## src/rtl/sd_cmd_defs.sv

```systemverilog
`default_nettype none
// ============================================================================
// Module   : sd_cmd_defs (package)
// Brief    : Shared constants, FSM encoding and CRC7 step for the SD CMD PHY.
// Revision : 1.0 - initial release
// ============================================================================
package sd_cmd_defs;

    localparam logic [1:0] RESP_NONE = 2'b00;
    localparam logic [1:0] RESP_48   = 2'b01;
    localparam logic [1:0] RESP_136  = 2'b10;

    localparam int FRAME_LEN_48  = 48;
    localparam int FRAME_LEN_136 = 136;

    localparam logic [6:0] CRC7_POLY = 7'h09;

    typedef enum logic [2:0] {
        IDLE = 3'd0,
        SEND = 3'd1,
        WAIT = 3'd2,
        RECV = 3'd3,
        DONE = 3'd4,
        NCC  = 3'd5
    } state_t;

    function automatic logic [6:0] crc7_step(input logic [6:0] crc, input logic b);
        logic fb;
        fb = crc[6] ^ b;
        return {crc[5:0], 1'b0} ^ (fb ? CRC7_POLY : 7'h00);
    endfunction

endpackage
`default_nettype wire

```

## src/rtl/sd_crc7.sv

```systemverilog
`default_nettype none
// ============================================================================
// Module   : sd_crc7
// Brief    : Serial CRC7 (x^7 + x^3 + 1), one data bit per enabled cycle.
// Revision : 1.0 - initial release
// ============================================================================
module sd_crc7
    import sd_cmd_defs::*;
(
    input  logic       clk_i,
    input  logic       rst_ni,
    input  logic       clr_i,
    input  logic       en_i,
    input  logic       bit_i,
    output logic [6:0] crc_o
);

    logic [6:0] crc_q;

    always_ff @(posedge clk_i or negedge rst_ni) begin
        if (!rst_ni) begin
            crc_q <= 7'h00;
        end else if (clr_i) begin
            crc_q <= 7'h00;
        end else if (en_i) begin
            crc_q <= crc7_step(crc_q, bit_i);
        end
    end

    assign crc_o = crc_q;

endmodule
`default_nettype wire

```

## src/rtl/sd_cmd_phy.sv

```systemverilog
`default_nettype none
// ============================================================================
// Module   : sd_cmd_phy
// Brief    : Host-side SD CMD line PHY: serialises commands with CRC7, receives
//            48/136-bit responses. Define SD_CMD_RESP_CRC_CHECK_EN to enable
//            response CRC / end-bit checking.
// Revision : 1.0 - initial release
// ============================================================================
module sd_cmd_phy
    import sd_cmd_defs::*;
#(
    parameter int NCR_MIN     = 2,
    parameter int TIMEOUT_CYC = 64,
    parameter int NCC_CYC     = 8
) (
    input  logic         iClock_SD_Host,
    input  logic         iReset,
    input  logic         iStrobe_in,
    input  logic [39:0]  iCmd_in,
    input  logic [1:0]   iResp_type,
    input  logic         iTimeout_enable,
    input  logic         iAck_in,
    input  logic         iCmd_pin,
    output logic         oCmd_pin,
    output logic         oCmd_oe,
    output logic         oAck_out,
    output logic         oSerial_ready,
    output logic         oStrobe_out,
    output logic [135:0] oResponse,
    output logic         oTimeout,
    output logic         oCrc_error
);

    state_t         state_q, state_d;
    logic [39:0]    sh_q, sh_d;
    logic [7:0]     cnt_q, cnt_d;
    logic           none_q, none_d;
    logic           r2_q, r2_d;
    logic           ack_q, ack_d;
    logic [135:0]   resp_q, resp_d;
    logic           tmo_q, tmo_d;

    logic           w_latch, w_start, w_last, w_tx_en, w_tx_bit;
    logic [6:0]     w_tx_crc;
    logic [2:0]     w_crc_idx;

    assign w_latch   = (state_q == IDLE) && iStrobe_in;
    assign w_start   = (state_q == WAIT) && (cnt_q >= 8'(NCR_MIN)) && !iCmd_pin;
    assign w_last    = (state_q == RECV) &&
                       (cnt_q == (r2_q ? 8'(FRAME_LEN_136 - 1) : 8'(FRAME_LEN_48 - 1)));
    assign w_tx_en   = (state_q == SEND) && (cnt_q < 8'd40);
    assign w_crc_idx = 3'(8'd46 - cnt_q);

    sd_crc7 u_tx_crc (
        .clk_i  (iClock_SD_Host),
        .rst_ni (iReset),
        .clr_i  (w_latch),
        .en_i   (w_tx_en),
        .bit_i  (sh_q[39]),
        .crc_o  (w_tx_crc)
    );

    // The CRC register is final by bit 40, so it is muxed straight onto the line.
    always_comb begin
        w_tx_bit = 1'b1;
        if (cnt_q < 8'd40) begin
            w_tx_bit = sh_q[39];
        end else if (cnt_q < 8'd47) begin
            w_tx_bit = w_tx_crc[w_crc_idx];
        end
    end

    always_ff @(posedge iClock_SD_Host or negedge iReset) begin
        if (!iReset) begin
            state_q <= IDLE;
            sh_q    <= '0;
            cnt_q   <= '0;
            none_q  <= 1'b0;
            r2_q    <= 1'b0;
            ack_q   <= 1'b0;
            resp_q  <= '0;
            tmo_q   <= 1'b0;
        end else begin
            state_q <= state_d;
            sh_q    <= sh_d;
            cnt_q   <= cnt_d;
            none_q  <= none_d;
            r2_q    <= r2_d;
            ack_q   <= ack_d;
            resp_q  <= resp_d;
            tmo_q   <= tmo_d;
        end
    end

    always_comb begin
        state_d = state_q;
        sh_d    = sh_q;
        cnt_d   = cnt_q;
        none_d  = none_q;
        r2_d    = r2_q;
        ack_d   = 1'b0;
        resp_d  = resp_q;
        tmo_d   = tmo_q;
        case (state_q)
            IDLE: begin
                if (iStrobe_in) begin
                    state_d = SEND;
                    sh_d    = iCmd_in;
                    cnt_d   = '0;
                    none_d  = (iResp_type == RESP_NONE);
                    r2_d    = (iResp_type == RESP_136);
                    ack_d   = 1'b1;
                    resp_d  = '0;
                    tmo_d   = 1'b0;
                end
            end
            SEND: begin
                if (cnt_q < 8'd40) begin
                    sh_d = {sh_q[38:0], 1'b0};
                end
                if (cnt_q == 8'd47) begin
                    state_d = none_q ? NCC : WAIT;
                    cnt_d   = '0;
                end else begin
                    cnt_d = cnt_q + 8'd1;
                end
            end
            WAIT: begin
                if (w_start) begin
                    state_d = RECV;
                    resp_d  = {resp_q[134:0], 1'b0};
                    cnt_d   = 8'd1;
                end else if (iTimeout_enable && (cnt_q >= 8'(TIMEOUT_CYC - 1))) begin
                    state_d = DONE;
                    tmo_d   = 1'b1;
                end else if (cnt_q != 8'hFF) begin
                    cnt_d = cnt_q + 8'd1;
                end
            end
            RECV: begin
                resp_d = {resp_q[134:0], iCmd_pin};
                if (w_last) begin
                    state_d = DONE;
                end else begin
                    cnt_d = cnt_q + 8'd1;
                end
            end
            DONE: begin
                if (iAck_in) begin
                    state_d = none_q ? IDLE : NCC;
                    cnt_d   = '0;
                end
            end
            NCC: begin
                // A no-response command serves its turnaround first, then reports completion.
                if (cnt_q == 8'(NCC_CYC - 1)) begin
                    state_d = none_q ? DONE : IDLE;
                    cnt_d   = '0;
                end else begin
                    cnt_d = cnt_q + 8'd1;
                end
            end
            default: begin
                state_d = IDLE;
            end
        endcase
    end

`ifdef SD_CMD_RESP_CRC_CHECK_EN
    logic [7:0] w_rx_k;
    logic       w_rx_en;
    logic [6:0] w_rx_crc;
    logic       crcerr_q;

    // Frame bit index counted from the start bit; only the covered span feeds the CRC.
    assign w_rx_k  = (state_q == RECV) ? cnt_q : 8'd0;
    assign w_rx_en = (w_start || (state_q == RECV)) &&
                     (r2_q ? ((w_rx_k >= 8'd8) && (w_rx_k <= 8'd127)) : (w_rx_k <= 8'd39));

    sd_crc7 u_rx_crc (
        .clk_i  (iClock_SD_Host),
        .rst_ni (iReset),
        .clr_i  (w_latch),
        .en_i   (w_rx_en),
        .bit_i  (iCmd_pin),
        .crc_o  (w_rx_crc)
    );

    always_ff @(posedge iClock_SD_Host or negedge iReset) begin
        if (!iReset) begin
            crcerr_q <= 1'b0;
        end else if (w_latch) begin
            crcerr_q <= 1'b0;
        end else if (w_last) begin
            crcerr_q <= (w_rx_crc != resp_q[6:0]) || !iCmd_pin;
        end
    end

    assign oCrc_error = crcerr_q;
`else
    assign oCrc_error = 1'b0;
`endif

    assign oCmd_oe       = (state_q == SEND);
    assign oCmd_pin      = oCmd_oe ? w_tx_bit : 1'b1;
    assign oAck_out      = ack_q;
    assign oSerial_ready = (state_q == IDLE) && iReset;
    assign oStrobe_out   = (state_q == DONE);
    assign oResponse     = resp_q;
    assign oTimeout      = tmo_q;

endmodule
`default_nettype wire

```

## config.mk

```make
export PLATFORM = sky130hd
export DESIGN_NAME = sd_cmd_phy
export DESIGN_NICKNAME = d
export VERILOG_FILES = /design/src/rtl/sd_cmd_defs.sv /design/src/rtl/sd_crc7.sv /design/src/rtl/sd_cmd_phy.sv
export SDC_FILE = /design/constraint.sdc
export NUM_CORES = 1
export LEC_CHECK = 0
export CAP_MARGIN = 0
export CORE_UTILIZATION = 47
export CTS_CLUSTER_DIAMETER = 100
export DETAILED_ROUTE_END_ITERATION = 12
export PLACE_DENSITY = 0.75
export REMOVE_ABC_BUFFERS = 1
export SYNTH_ARGS = -nofsm -noshare
export SYNTH_HDL_FRONTEND = slang
export SYNTH_SLANG_ARGS = --single-unit
```

## constraint.sdc

```tcl
create_clock -name iClock_SD_Host -period 6.54 [get_ports iClock_SD_Host]
set_clock_uncertainty 0.15 [all_clocks]
set_input_delay 1.635 -clock iClock_SD_Host [delete_from_list [all_inputs] [get_ports iClock_SD_Host]]
set_output_delay 1.635 -clock iClock_SD_Host [all_outputs]
set_load 0.005 [all_outputs]
```

==> impl_metrics.csv <==
group,metric,value,unit
job,cap_violations,0,
cells_and_area,num_antenna_cells,0,
status,status,"finished, final reports clean",
power_and_ir_drop,peakVddDrop,0.000332,V
sta,finalSetupTns,0,ns
sta,hold_viol_final,0,
cells_and_area,fillers,1520,
logic_synthesis,ys_ff_latch,198,
cts,path_clk_slew,0.07,ns
logic_synthesis,synth_cells,980,
sta,min_period,4.99,ns
placement,placed_area,10500,um^2
floorplan,core,18000,um^2
cells_and_area,num-nets-final,1169,
cells_and_area,final_common_cell,"nand2_1",
grt,track_usage,0.213,
placement,routabilityCongestion,0.866,
sta,whs,0.340,ns
critical_path,crit_type,"register to output pin",
cts,clkLatencyLatePin,0.42,ns
cells_and_area,final_cells,1358,
critical_path,endpoint_kind,"output pin",
floorplan,io_pins,191,
sta,rsz0062_at_grt,"no",
drt,vias_per_cell,5.21,
cts,cts_buffers,17,
worst_hold_path,hp-class,"register to register",
power_and_ir_drop,powerDensity,337,nW/um^2
cells_and_area,postLayoutCoreUtil,0.617,
cts,cts_max_level,4,
cells_and_area,mostFrequentLayoutCells,"nand2_1, dfrtp_1, clkdlybuf4s50_1",
cells_and_area,syn2layout_area_growth,28.3,%
drt,drc_errors,0,
critical_path,critPathLaunchType,"register",
cts,cts_tree,"built",
cts,ctsResizeCount,0,
cts,cts_hold_buf,0,
grt,grt_max_degree,134,
grt,first_global_vias,6313,
cts,cts-root-buf,"clkbuf_16",
drt,drtIter0Drc,534,
logic_synthesis,ys_seq_area_frac,0.574,
logic_synthesis,synth_edf_count,0,
sta,setup_viol_count_final,0,
floorplan,die_width,138,um
cells_and_area,final_cell_area,11100,um^2
drt,detail_route.wirelength,19.5,mm
logic_synthesis,synthesis.area,8640,um^2
grt,grt_pass1_wl,31.7,mm
logic_synthesis,async_flop_share,1.00,
cts,postCtsSetupBuffers,0,
critical_path,path_max_fanout,43,
drt,ant_nets,0,
floorplan,initial_core_util,0.481,
power_and_ir_drop,leakagePower,4.52,nW
critical_path,crit_arrival,3.20,ns
logic_synthesis,synth_cell_types,52,
drt,dr.pass1.iters,6,
floorplan,dieArea,18900,um^2
sta,tightestPinTransition,1.24,ns
sta,timing.final.crit_share,0.762,
critical_path,cp.required,4.76,ns
sta,slew_headroom,0.167,
cts,cts_sinks,198,
logic_synthesis,ys.flop_type,"dfrtp_1",
placement,dp.final_hpwl,13.0,mm
placement,dpl.cell_count,1328,
cts,cts.path.max_buffers,2,
grt,grt_antenna_before_repair,0,
placement,io_buffers,189,
cells_and_area,drive_gt1_frac,0.0425,
floorplan,chipHeight,138,um
drt,wl_per_cell,14.4,um
sta,clock.fmax,201,MHz
grt,grt-ovfl-total,0,
drt,num_vias,7079,
floorplan,rows,49,
logic_synthesis,synth.avg_cell_area,8.81,um^2
logic_synthesis,ys_warn_count,0,
sta,slew_violations,0,
==> through the flow <==
stage | setup slack [ns] | total power, mW
floorplan | -0.444 | 2.37
global placement | 1.88 | 2.76
detailed placement | 1.87 | 2.78
CTS | 1.55 | 3.76
global route | 1.27 | 4.00
finish | 1.55 | 3.73
==> power by group <==
part           switching, mW  internal (mW)  total (mW)
logic                  0.827          0.389        1.22
registers              0.143           1.40        1.54
clock network          0.451          0.523       0.974
==> cell usage after synthesis, drive strengths merged, types with 2 or more instances <==
cell type  count  share of area
a211oi         4         0.0041
nand4bb        2         0.0032
o211ai         2         0.0017
nor4           3         0.0022
nand3b         5         0.0043
o21ai        151          0.088
and2           6         0.0043
or3            3         0.0022
ha             3         0.0043
dfrtp        198           0.57
a32o           2         0.0023
a21oi          9         0.0052
or2            2         0.0014
nor3           3         0.0017
mux2i          7         0.0081
buf           34          0.024
o31ai          6         0.0052
nand3          5         0.0029
and3           2         0.0014
nand2        359           0.16
xnor2          3         0.0030
nor2          54          0.023
clkbuf        45          0.020
a31oi         40          0.029
nand2b         4         0.0029
inv            6         0.0026
nor4b          2         0.0020
==> sequential cells by signal, summed over array words and instances (netlist names) <==
register,flops
oAck_out,1
oTimeout,1
state_q,3
sh_q,40
u_tx_crc.crc_o,7
oResponse,136
r2_q,1
cnt_q,8
none_q,1
==> cell type report <==
| class | instances | area (um^2) | area share |
|---|---|---|---|
| timing repair buffer | 198 | 1980 | 0.178 |
| clock buffer | 19 | 433 | 0.0391 |
| clock inverter | 11 | 103 | 0.00926 |
| inverter | 6 | 22.5 | 0.00203 |
| multi-input combinational | 697 | 3300 | 0.298 |
| sequential | 198 | 4950 | 0.447 |
| tap | 229 | 287 | 0.0259 |
==> cell families after synthesis <==
| family | Yosys count | share of synthesized area |
|---|---|---|
| AOI/OAI and AO/OA | 227 | 0.148 |
| xor gates and xnor gates | 4 | 0.00406 |
| adders and majority gates | 3 | 0.00435 |
| buffers and inverters | 85 | 0.0462 |
| DFF | 198 | 0.574 |
| muxes | 8 | 0.0107 |
| other | 1 | 0.000434 |
| and+or+nand+nor | 454 | 0.212 |
==> critical path, stage by stage, from the launching register on <==
cell             delay [ns]
dfrtp_1                0.61
nor2_1                 0.23
nand2_1                0.07
buf_4                  0.28
nor4b_2                0.95
a32oi_1                0.12
clkdlybuf4s50_1        0.51
==> path summary, 6_finish.rpt <==
check,from,end,slack (ns),cells after the start
max in group asynchronous,iReset,cnt_q[4],3.77,2
hold / removal,oResponse[135],oResponse[135],0.34,2
setup reg to reg,state_q[1],cnt_q[5],2.86,5
setup / recovery,state_q[1],oCmd_pin,1.55,6
hold reg to reg,oResponse[135],oResponse[135],0.34,2
min in group asynchronous,iReset,oResponse[40],1.04,1
==> metal layers <==
layer	track usage	wire [um]	vias to the layer above
met1	0.305	9040	3340
li1	-	-	3519
met5	0	0	-
met4	0.0580	195	0
met3	0.0541	1420	14
met2	0.319	8870	206
Power figures use the tool's default switching activity.
